File: src/rtl/fifo_wr_arbiter_if.sv
// rtl/fifo_wr_arbiter_if.sv - requester and FIFO write-port bundle for fifo_wr_arbiter
interface fifo_wr_arbiter_if #(
  parameter int FIFO_WIDTH = 8
);
  logic [3:0]              iv_req;
  logic [4*FIFO_WIDTH-1:0] iv_din;
  logic [3:0]              ov_ack;
  logic [3:0]              ov_gnt;
  logic                    o_fifo_wr_en;
  logic [FIFO_WIDTH-1:0]   ov_fifo_din;
  logic                    i_fifo_full;
  logic                    o_busy;

  // Arbiter side
  modport master (
    input  iv_req, iv_din, i_fifo_full,
    output ov_ack, ov_gnt, o_fifo_wr_en, ov_fifo_din, o_busy
  );

  // Requester / FIFO side
  modport slave (
    output iv_req, iv_din, i_fifo_full,
    input  ov_ack, ov_gnt, o_fifo_wr_en, ov_fifo_din, o_busy
  );
endinterface

File: src/rtl/fifo_wr_arbiter.sv
// rtl/fifo_wr_arbiter.sv - four-way round-robin burst arbiter onto a single FIFO write port
module fifo_wr_arbiter #(
  parameter int FIFO_WIDTH = 8,
  parameter int BURST_LEN  = 4
) (
  input  logic                clk,
  input  logic                reset_n,
  fifo_wr_arbiter_if.master   bus
);

  typedef enum logic {IDLE, BURST} state_t;

  state_t     state, state_nxt;
  logic [1:0] owner;
  logic [1:0] rr_ptr;
  logic [1:0] pick;
  logic [3:0] cnt;
  logic       accept;
  logic       last_word;

  // First requester at or after ptr, wrapping mod 4.
  function automatic logic [1:0] rr_pick(input logic [3:0] req, input logic [1:0] ptr);
    logic [1:0] idx;
    logic       found;
    rr_pick = ptr;
    found   = 1'b0;
    for (int i = 0; i < 4; i++) begin
      idx = ptr + 2'(i);
      if (!found && req[idx]) begin
        rr_pick = idx;
        found   = 1'b1;
      end
    end
  endfunction

  assign pick      = rr_pick(bus.iv_req, rr_ptr);
  assign accept    = (state == BURST) && bus.iv_req[owner] && !bus.i_fifo_full;
  assign last_word = (cnt == 4'(BURST_LEN - 1));

  // State register
  always_ff @(posedge clk or negedge reset_n) begin
    if (!reset_n) state <= IDLE;
    else          state <= state_nxt;
  end

  // Owner, round-robin pointer and word counter: loaded on grant, counter steps on accept
  always_ff @(posedge clk or negedge reset_n) begin
    if (!reset_n) begin
      owner  <= 2'd0;
      rr_ptr <= 2'd0;
      cnt    <= 4'd0;
    end else if (state == IDLE && |bus.iv_req) begin
      owner  <= pick;
      rr_ptr <= pick + 2'd1;
      cnt    <= 4'd0;
    end else if (accept) begin
      cnt    <= cnt + 4'd1;
    end
  end

  // Next state and outputs; everything is quiet in IDLE, the owner's lane is muxed through in BURST
  always_comb begin
    state_nxt        = state;
    bus.ov_ack       = 4'b0000;
    bus.ov_gnt       = 4'b0000;
    bus.o_fifo_wr_en = 1'b0;
    bus.ov_fifo_din  = '0;
    bus.o_busy       = 1'b0;
    case (state)
      IDLE: begin
        if (|bus.iv_req) state_nxt = BURST;
      end
      BURST: begin
        bus.o_busy       = 1'b1;
        bus.ov_gnt       = 4'b0001 << owner;
        bus.ov_ack       = accept ? (4'b0001 << owner) : 4'b0000;
        bus.o_fifo_wr_en = accept;
        bus.ov_fifo_din  = bus.iv_din[owner*FIFO_WIDTH +: FIFO_WIDTH];
        if (!bus.iv_req[owner])        state_nxt = IDLE;
        else if (accept && last_word)  state_nxt = IDLE;
      end
      default: state_nxt = IDLE;
    endcase
  end

endmodule

File: src/flat_wrapper.sv
// flat-port wrapper written by rule: the top's interface ports become plain ports
module fifo_wr_arbiter_flat 
#(
  parameter int FIFO_WIDTH = 8,
  parameter int BURST_LEN  = 4
)
  (clk, reset_n, bus_iv_req, bus_iv_din, bus_i_fifo_full, bus_ov_ack, bus_ov_gnt, bus_o_fifo_wr_en, bus_ov_fifo_din, bus_o_busy);
  fifo_wr_arbiter_if #(.FIFO_WIDTH(FIFO_WIDTH)) bus_i ();
  input  logic clk;
  input  logic reset_n;
  input wire logic [$bits(bus_i.iv_req)-1:0] bus_iv_req;
  input wire logic [$bits(bus_i.iv_din)-1:0] bus_iv_din;
  input wire logic [$bits(bus_i.i_fifo_full)-1:0] bus_i_fifo_full;
  output wire logic [$bits(bus_i.ov_ack)-1:0] bus_ov_ack;
  output wire logic [$bits(bus_i.ov_gnt)-1:0] bus_ov_gnt;
  output wire logic [$bits(bus_i.o_fifo_wr_en)-1:0] bus_o_fifo_wr_en;
  output wire logic [$bits(bus_i.ov_fifo_din)-1:0] bus_ov_fifo_din;
  output wire logic [$bits(bus_i.o_busy)-1:0] bus_o_busy;
  assign bus_i.iv_req = bus_iv_req;
  assign bus_i.iv_din = bus_iv_din;
  assign bus_i.i_fifo_full = bus_i_fifo_full;
  assign bus_ov_ack = bus_i.ov_ack;
  assign bus_ov_gnt = bus_i.ov_gnt;
  assign bus_o_fifo_wr_en = bus_i.o_fifo_wr_en;
  assign bus_ov_fifo_din = bus_i.ov_fifo_din;
  assign bus_o_busy = bus_i.o_busy;
  fifo_wr_arbiter #(.FIFO_WIDTH(FIFO_WIDTH), .BURST_LEN(BURST_LEN)) u_core (.clk(clk), .reset_n(reset_n), .bus(bus_i));
endmodule
File: config.mk
export PLATFORM = sky130hd
export DESIGN_NAME = fifo_wr_arbiter_flat
export DESIGN_NICKNAME = d
export VERILOG_FILES = /design/src/rtl/fifo_wr_arbiter_if.sv /design/src/rtl/fifo_wr_arbiter.sv /design/src/flat_wrapper.sv
export SDC_FILE = /design/constraint.sdc
export NUM_CORES = 1
export LEC_CHECK = 0
export CORE_ASPECT_RATIO = 1.1
export CORE_MARGIN = 2
export CORE_UTILIZATION = 38
export CTS_CLUSTER_SIZE = 25
export DETAILED_ROUTE_END_ITERATION = 8
export GPL_TIMING_DRIVEN = 1
export HOLD_SLACK_MARGIN = 0.06
export PLACE_DENSITY_LB_ADDON = 0.15
export SETUP_SLACK_MARGIN = 0.3
export SLEW_MARGIN = 10
export SYNTH_ARGS = -nofsm -noshare
export SYNTH_HDL_FRONTEND = slang
export SYNTH_SLANG_ARGS = --single-unit
File: constraint.sdc
create_clock -name clk -period 3 [get_ports clk]
set_input_delay 0.3 -clock clk [delete_from_list [all_inputs] [get_ports clk]]
set_output_delay 0.3 -clock clk [all_outputs]
set_load 0.02 [all_outputs]
**Word level (Yosys, flattened, before mapping)**

Cells that the tools add are included.

- Equal/unequal tests: 1
- Multiply operators: 0
- $lt $le $gt $ge: 5
- Reductions and logical operators: 13
- Bitwise operators: 1
- Multiplexer cells: 28
- Shift-type cells: 2
- Add/subtract/negate cells: 5
- Div/mod/pow operators: 0

Operators by type and width:

| operator | count |
|---|---|
| variable part select 32 x 6 -> 8 bit | 1 |
| 2-to-1 mux 4 bit | 5 |
| less-than comparator 2 x 3 -> 1 bit (second input constant) | 5 |
| 2-to-1 mux 1 bit | 13 |
| binary-select mux 1 bit (select 2 bit) | 5 |
| 2-to-1 mux 8 bit | 1 |
| logical AND 1 bit | 7 |
| 2-to-1 mux 2 bit | 3 |
| adder 2 x 1 -> 2 bit (second input constant) | 2 |
| adder 2 bit (second input constant) | 2 |
| adder 4 x 1 -> 4 bit (second input constant) | 1 |
| equality test 4 x 2 -> 1 bit (second input constant) | 1 |
| logical NOT 1 bit | 4 |
| OR reduction 4 bit | 1 |
| << shifter 1 x 2 -> 4 bit (first input constant) | 1 |
| case mux 1 bit (2 select lines) | 1 |
| nonzero test 2 bit | 1 |
| NOT 1 bit | 1 |

- Logic and storage cells: 59
- Bits in read-only memories: 0
- RAM bits: 0
- Register bits: 9
- Latch bits: 0
- Memories kept: 0
- Input port bits: 39

**Depth between registers and ports, before layout**

Gate-level depths: netlist of the first run.

- Word-level depth: 13
- Mapped depth: 6

**Worst setup path before layout of the first run**

No wires, ideal clock.

- Kind: register to output
- Start point: register u_core.owner[1]
- End point: output bus_ov_ack[2]
- Slack: 1244 ps
- Data required time: 2700 ps
- Stages on the path, launching flop included: 5
- Arrival: 1456 ps
- Cell sequence: dfrtp_1 buf_6 buf_2 inv_1 nor4_1

- Longest elaborated chain between the ends: 6
- Elaborated cells on any way between the ends: 7
- Classes of those cells: 1 x shift; 4 x mux; 2 x reduce/logical

Ends and longest elaborated chain:

| what | line | RTL |
|---|---|---|
| start: declaration | fifo_wr_arbiter.sv:14 | `logic [1:0] owner;` |
| start signal: assignment | fifo_wr_arbiter.sv:53 | `owner <= pick;` |
| binary-select mux 1 bit (select 2 bit) | fifo_wr_arbiter.sv:37 | `assign accept = (state == BURST) && bus.iv_req[owner] && !bus.i_fifo_full;` |
| 2-to-1 mux 1 bit (not written as such) | fifo_wr_arbiter.sv:37 |  |
| logical AND 1 bit (2 in a row) | fifo_wr_arbiter.sv:37 |  |
| 2-to-1 mux 4 bit * | fifo_wr_arbiter.sv:76 | `bus.ov_ack = accept ? (4'b0001 << owner) : 4'b0000;` |
| 2-to-1 mux 4 bit * | fifo_wr_arbiter.sv:69 | `case (state)` |
| end: declaration | flat_wrapper.sv:14 | `output wire logic [$bits(bus_i.ov_ack)-1:0] bus_ov_ack;` |

Mark *: on every way between the ends. The rest lies on a longest branch, timed or not. The select of a mux whose other input is x is not followed.

**Final worst setup path of the first run**

- Start point: register u_core.owner[1]
- End point: output bus_o_fifo_wr_en

- Longest elaborated chain between the ends: 5

Ends and longest elaborated chain:

| what | line | RTL |
|---|---|---|
| binary-select mux 1 bit (select 2 bit) | fifo_wr_arbiter.sv:37 |  |
| 2-to-1 mux 1 bit (not written as such) | fifo_wr_arbiter.sv:37 |  |
| logical AND 1 bit (2 in a row) | fifo_wr_arbiter.sv:37 |  |
| 2-to-1 mux 1 bit | fifo_wr_arbiter.sv:69 |  |
| end: declaration | flat_wrapper.sv:16 | `output wire logic [$bits(bus_i.o_fifo_wr_en)-1:0] bus_o_fifo_wr_en;` |

No other way between the ends. The select of a mux whose other input is x is not followed.

==> results.md, run 1 <==
- Status: finished clean
- Clock buffer depth: 2
- Pin count of the biggest net entering global routing: 16
- CTS Buf Count: 3
- Commonest non-fill, non-tap cell in the layout: clkdlybuf4s50_1
- Synthesized netlist net count: roughly 130
- Setup CP Type: register to primary output
- Die height: ~53 µm
- DIE AREA: between 2000 and 3000 µm²
- Post-Synth Adder-Cell Area: 0.0149
- Syn. warnings: 0
- GR Overflow Total: 0
- Hold Crit Class: input port to asynchronous set/reset pin
- Worst Slack Setup Final: between 0.4 and 0.5 ns
- Final Non-Filler Cells: 169
- Total core area: a little over 2000 µm²
- Power Dens Cells: ~800 nW/µm²
- Compound-Gate Fraction of Synth Area: 0.134
- Vias per inst: roughly 5.3
- CTS HTree Levels: 1
- Slew @ Worst Pin: ~0.62 ns
- Post-Synth Simple-Gate Area: 0.225
- Leakage Power: 0.550 nW
- Antenna Nets Post-Route: 0
- Post-route clock period utilization: 0.862
- DIE WIDTH: 48.8 µm
- Synth Area per Inst: 9.88 µm²
- GPL Wtd Cong: between 0.7 and 0.8
- Max Cap Viol: 0
- Fillers: between 150 and 200
- Fin crit period: around 2.6 ns
- Final TNS setup: 0 ns
- Ys flop type: dfrtp_1
- Placement Setup Slack: 0.602 ns
- RSZ-0062 raised after global routing: false
- # port buffers: between 50 and 60
- Global-route wire length before repair: approximately 4300 µm
- Post-placement cell area: approximately 1400 µm²
- Initial antenna violation count: 0
- Post-route cell area: 1440 µm²
- Initial DRT Pass Iterations: 4
- IO Pins: between 50 and 60
- Combinational family with the most area after synthesis: multiplexers
- Mapped cell area: approximately 840 µm²
- Starting Density: 0.411
- Final setup vio count: 0
- GR Util All Layers: 0.225
- Layout cell share with drive strength beyond 1: 0.0993
- Avg WL per Cell: 15.8 µm
- Slew headroom: 0.590
- Distinct cells, synth: 31
- VDD IR max: a little over 0.5 mV
- Fraction of registers with async set/reset: 1.00
- Wirelength, routed: between 2000 and 3000 µm
- Hold Fails Final Rpt: 0
- Synth Instances: 85
- Number of synthesized flops with an enable pin: 0
- # diodes: 0
- Kind of start point of the critical path: register
- Crit path from: u_core.owner[1]
- Final Max Slew Viols: 0
- Most frequent cells in the layout: clkdlybuf4s50_1, nor2_1, and2_1, dfrtp_1, mux4_2
- Area growth from synthesis to layout: 71.2%
- Xor-xnor portion of the synthesized cell area: 0.0417
- FF+latch count, synth: 9
- RR Startpoint: u_core.owner[1]
- FMAX: 387 MHz
- Initial DRC count: 14
- Number of global-route vias before repair: ~910
- CP Data Arrival Time: approximately 2.3 ns
- Row count: 17
- Clock skew: ~0.00025 ns
- Placed insts: 165
- CP Data Required Time: between 2 and 3 ns
- Dpl hpwl: 2140 µm
- CTS tree: yes
- Worst Path Max Fanout: 15
- Routed vias: between 800 and 900
- Clock latency on the worst-skew pair: 0.26 ns
- Mux share of post-synthesis cell area: 0.273
- CP Capture Type: primary output
- Root Buffer: clkbuf_4
- Clk pin slew, worst setup/hold paths: about 0.05 ns
- # DRC: 0
- Clk sinks: 9
- Fin nets: between 150 and 200
- Sequential area share after synthesis: 0.268
-- cells in the mapped netlist, types with 2 or more instances --
cell type | number | share of area
a21oi_1 | 2 | 0.012
mux2i_1 | 2 | 0.024
nand2_1 | 5 | 0.022
o21ai_1 | 2 | 0.012
dfrtp_1 | 9 | 0.27
and2_1 | 8 | 0.060
mux4_2 | 7 | 0.19
nor2_1 | 14 | 0.063
nor4_1 | 2 | 0.015
xor2_1 | 3 | 0.031
nor3_1 | 2 | 0.012
nand2b_1 | 2 | 0.015
o21ai_0 | 3 | 0.018
buf_2 | 2 | 0.012
nor2b_1 | 3 | 0.022
inv_1 | 3 | 0.013
a21o_1 | 2 | 0.018
-- metal layers --
metal  up-vias  GRT usage  wire, µm
li1        425          -         -
met1       418      0.245      1100
met2        40      0.422      1360
met3         6     0.0367       150
met4         0      0.119        68
met5         -          0         0
-- worst max-delay path, stage by stage (launching register included) --
cell and delay [ns]:
dfrtp_1 0.73, mux2i_2 0.21, o32ai_4 0.40, clkdlybuf4s50_1 0.68
-- power breakdown --
group	total, mW	switching [mW]	internal, mW
Clock	0.0889	0.0380	0.0510
Sequential	0.297	0.132	0.165
Combinational	0.770	0.342	0.429
Total	1.16	0.511	0.645
-- sequential cells by signal, summed over array words and instances (netlist names) --
name           cells
u_core.state       1
u_core.owner       2
u_core.rr_ptr      2
u_core.cnt         4
-- per-stage QoR --
| step | total power, mW | hold WS [ns] | utilization |
|---|---|---|---|
| after floorplan | 0.757 | 0.00441 | - |
| after detailed placement | 1.07 | 0.528 | 0.691 |
| final | 1.16 | 0.328 | 0.704 |
| after CTS | 1.17 | 0.340 | 0.703 |
| after global routing | 1.23 | 0.362 | 0.704 |
| after global placement | 1.04 | 0.533 | 0.691 |
-- timing repair --
item,4_1_cts,5_1_grt
buffers inserted,0,0
setup endpoints to repair,0,3
resized for setup,0,1
hold buffers,0,0
-- kinds of logic after synthesis --
family	count (synthesis)
flops	9
compound gates	14
simple gates	38
fa+ha+maj	1
xor+xnor	4
buf+inv	7
mux	12
-- final timing paths --
check / end / slack [ns] / depth (start not counted)
max in group asynchronous: u_core.owner[0] / 2.38 / 1
min in group clk: u_core.cnt[3] / 0.55 / 2
worst max-delay path: bus_o_fifo_wr_en / 0.41 / 3
worst min register to register: u_core.cnt[3] / 0.55 / 2
worst max register to register: u_core.cnt[2] / 1.13 / 5
worst min-delay path: u_core.state / 0.33 / 1
-- area by class of cell --
type / instances / area (µm²) / area share
inverters: 3 / 11.3 / 0.00783
multi-input cells: 69 / 578 / 0.402
repair buffers: 56 / 561 / 0.390
well taps: 28 / 35.0 / 0.0244
clock buffers: 4 / 26.3 / 0.0183
flip-flops and latches: 9 / 226 / 0.158
Note: power is estimated with default switching activity, not from simulation.
==> run 2: changes to the inputs <==
SLEW_MARGIN = default   (was 10)
==> results of run 2 <==
The final DEF is identical to that of run 1; final timing and power are the same.
==> run 3: changes to the inputs <==
CORE_UTILIZATION = 35   (was 38)
clock period = 2.5 ns   (was 3 ns; I/O delays follow)
==> run 3 against run 2 <==
  * Critical path depth rose by 1
  * Die area grew 7.9%
  * Routed wire length fell by 4.5%
  * First-iteration DRC count grew 36%
  * Combinational power rose by 28%
  * Total power increased by 21%
  * Via count up 0.56%
  * Design area increased by 3.3%
  * Flip-flop and latch count did not move
  * Non-clock buffer count grew 3
  * Global-route usage fell by 3.5 points
  * Largest cell class is now non-clock buffers
  * Highest routed layer is now met3
==> results.md, run 3 (synthesized netlist as in run 1, its figures left out) <==
- Status: finished clean
- DIE AREA: 2810 µm² (+7.9%)
- Placement Setup Slack: 0.154 ns (-0.448 ns)
- Avg WL per Cell: 14.7 µm (-7.3%)
- Post-route clock period utilization: 0.855
- Switching share of power: 0.434 (-0.00850)
- # port buffers: 56 (unchanged)
- Hold WS: 0.289 ns (-0.0386 ns)
- Crit path from: u_core.owner[0]
- Area growth from synthesis to layout: 76.9%
- Clock skew: 0.00337 ns (+0.00312 ns)
- CP Data Required Time: 2.25 ns (-0.45 ns)
- Setup CP Type: register to primary output
- CP Capture Type: primary output
- Wirelength, routed: 2550 µm (-4.5%)
- Slew @ Worst Pin: 0.481 ns (-0.134 ns)
- RSZ-0062 raised after global routing: false
- Clock buffer depth: 2 (unchanged)
- Global-route wire length before repair: 4270 µm (-0.95%)
- Kind of start point of the critical path: register
- Total core area: 2250 µm² (+10%)
- Cell breakdown of the critical path: buf_2 > nand2b_1 > nor2_1 > clkdlybuf4s50_1
- Root Buffer: clkbuf_4
- Hold Buf Count CTS: 0 (unchanged)
- Final TNS setup: 0 ns (unchanged)
- Fillers: 200 (+16%)
- Clk pin slew, worst setup/hold paths: 0.06 ns (about the same)
- Pwr Total: 1.39 mW (+21%)
- Slew headroom: 0.679 (+0.0895)
- Fin nets: 185 (+1.6%)
- CP Data Arrival Time: 1.89 ns (-0.40 ns)
- Clk sinks: 9 (unchanged)
- Power Dens Cells: 939 nW/µm² (+17%)
- # DRC: 0 (unchanged)
- Fin crit period: approximately 2.1 ns
- Number of global-route vias before repair: 876 (-3.4%)
- CTS tree: yes
- DIE WIDTH: 50.7 µm (+3.9%)
- Combinational power share: 0.706 (+0.040)
- Max Cap Viol: 0 (unchanged)
- Critical-path top delay cell: clkdlybuf4s50_1
- Routed vias: 894 (+0.56%)
- Layout cell share with drive strength beyond 1: 0.132 (+0.0327)
- Die height: 55.4 µm (+3.9%)
- Leakage Power: 0.673 nW (+22%)
- Hold Fails Final Rpt: 0 (unchanged)
- Dpl hpwl: 2000 µm (-6.3%)
- Initial antenna violation count: 0 (unchanged)
- Reg2Reg Depth: 6 (+1)
- IO Pins: 57 (unchanged)
- FMAX: around 470 MHz
- Worst Slack Setup Final: 0.362 ns (-0.0514 ns)
- Clock latency on the worst-skew pair: 0.25 ns (about the same)
- Row count: 18 (+1)
- P_sw: 0.605 mW (+18%)
- Clk pwr share: 0.077 (about the same)
- Vias per inst: 5.14 (-2.3%)
- Worst Path Max Fanout: 6 (-9)
- Final setup vio count: 0 (unchanged)
- Top reg by flops: u_core.cnt
- Starting Density: 0.373 (-0.0384)
- Antenna Nets Post-Route: 0 (unchanged)
- GR Util All Layers: 0.190 (-0.0346)
- RR Endpoint: u_core.cnt[3]
- Int Pwr: 0.790 mW (+22%)
- CTS Buf Count: 3 (unchanged)
- VDD IR max: 0.516 mV (-0.75%)
- GR Overflow Total: 0 (unchanged)
- CTS HTree Levels: 1 (unchanged)
- CP max stage delay: 0.62 ns (-0.11 ns)
- FF-to-FF setup slack: 0.77 ns (-0.36 ns)
- Hold Crit Class: input port to asynchronous set/reset pin
- RR Startpoint: u_core.owner[0]
- Sequential cell fraction of total power: 0.217 (-0.040)
- Final Max Slew Viols: 0 (unchanged)
- Initial DRC count: 19 (+5)
- Largest register FFs: 4 (unchanged)
- Pin count of the biggest net entering global routing: 16 (unchanged)
- Top flop regs: u_core.cnt: 4 flops, u_core.owner: 2 flops, u_core.rr_ptr: 2 flops
- # diodes: 0 (unchanged)
- Worst setup path end: bus_ov_gnt[0]
- Commonest non-fill, non-tap cell in the layout: clkdlybuf4s50_1
- Initial DRT Pass Iterations: 4 (unchanged)
- Most frequent cells in the layout: clkdlybuf4s50_1, nor2_1, and2_1
- GPL Wtd Cong: 0.727 (-0.26%)
## run 3: cell types whose count changed in the layout (fill, tap and decap cells not counted), sizes merged
cell           previous run  this run
clkdlybuf4s50            56        44
dlygate4sd2               0         6
dlymetal6s2s              0         6
buf                       0         3
## run 3: per-layer routing
metal / routed length (µm) / GRT usage / vias to the layer above / part of all wire
li1: - / - / 434 / -
met1: 1070 / 0.232 / 431 / 0.42
met2: 1320 / 0.346 / 29 / 0.52
met3: 165 / 0.0243 / 0 / 0.065
met4: 0 / 0.0463 / 0 / 0
met5: 0 / 0 / - / 0
## run 3: worst min-delay path by stage
| stage | startpoint | end | cells past startpoint |
|---|---|---|---|
| finish | reset_n | u_core.cnt[3] | 1 |
| global route | reset_n | u_core.cnt[1] | 1 |
| CTS | reset_n | u_core.cnt[3] | 1 |
| detailed placement | u_core.cnt[3] | u_core.cnt[3] | 2 |
| global placement | u_core.cnt[3] | u_core.cnt[3] | 2 |
| floorplan | reset_n | u_core.cnt[0] | 0 |
## run 3: repair_timing
item	CTS	global route
gates cloned	0	0
buffers inserted	2	0
endpoints found under the setup margin	15	6
gates resized for setup	10	6
## run 3: layout make-up
| class | instances | area [µm²] | area share |
|---|---|---|---|
| repair buffers | 59 | 601 | 0.404 |
| multi-input cells | 69 | 578 | 0.389 |
| well taps | 30 | 37.5 | 0.0253 |
| clock buffers | 4 | 26.3 | 0.0177 |
| inverters | 3 | 11.3 | 0.00758 |
| flip-flops and latches | 9 | 231 | 0.156 |
## run 3: power groups by stage
stage / combinational [mW] / clock, mW / sequential, mW
global route: 1.05 / 0.118 / 0.315
floorplan: 0.653 / 0 / 0.255
CTS: 1.00 / 0.114 / 0.302
global placement: 0.928 / 0 / 0.331
finish: 0.984 / 0.108 / 0.303
detailed placement: 0.941 / 0 / 0.337
## run 3: critical path, delay by kind of cell (launching register included)
kind,cells,cell delay [ns]
buffers and inverters,2,0.80
flip-flops,1,0.48
AND/OR/NAND/NOR,2,0.36
## run 3: metrics by stage
stage                      util  cell area, µm²  std cells
final                     0.659            1490        174
after global routing      0.659            1490        174
after CTS                 0.653            1470        174
after detailed placement  0.631            1420        168
after global placement    0.631            1420        168
after floorplan               -             840         85
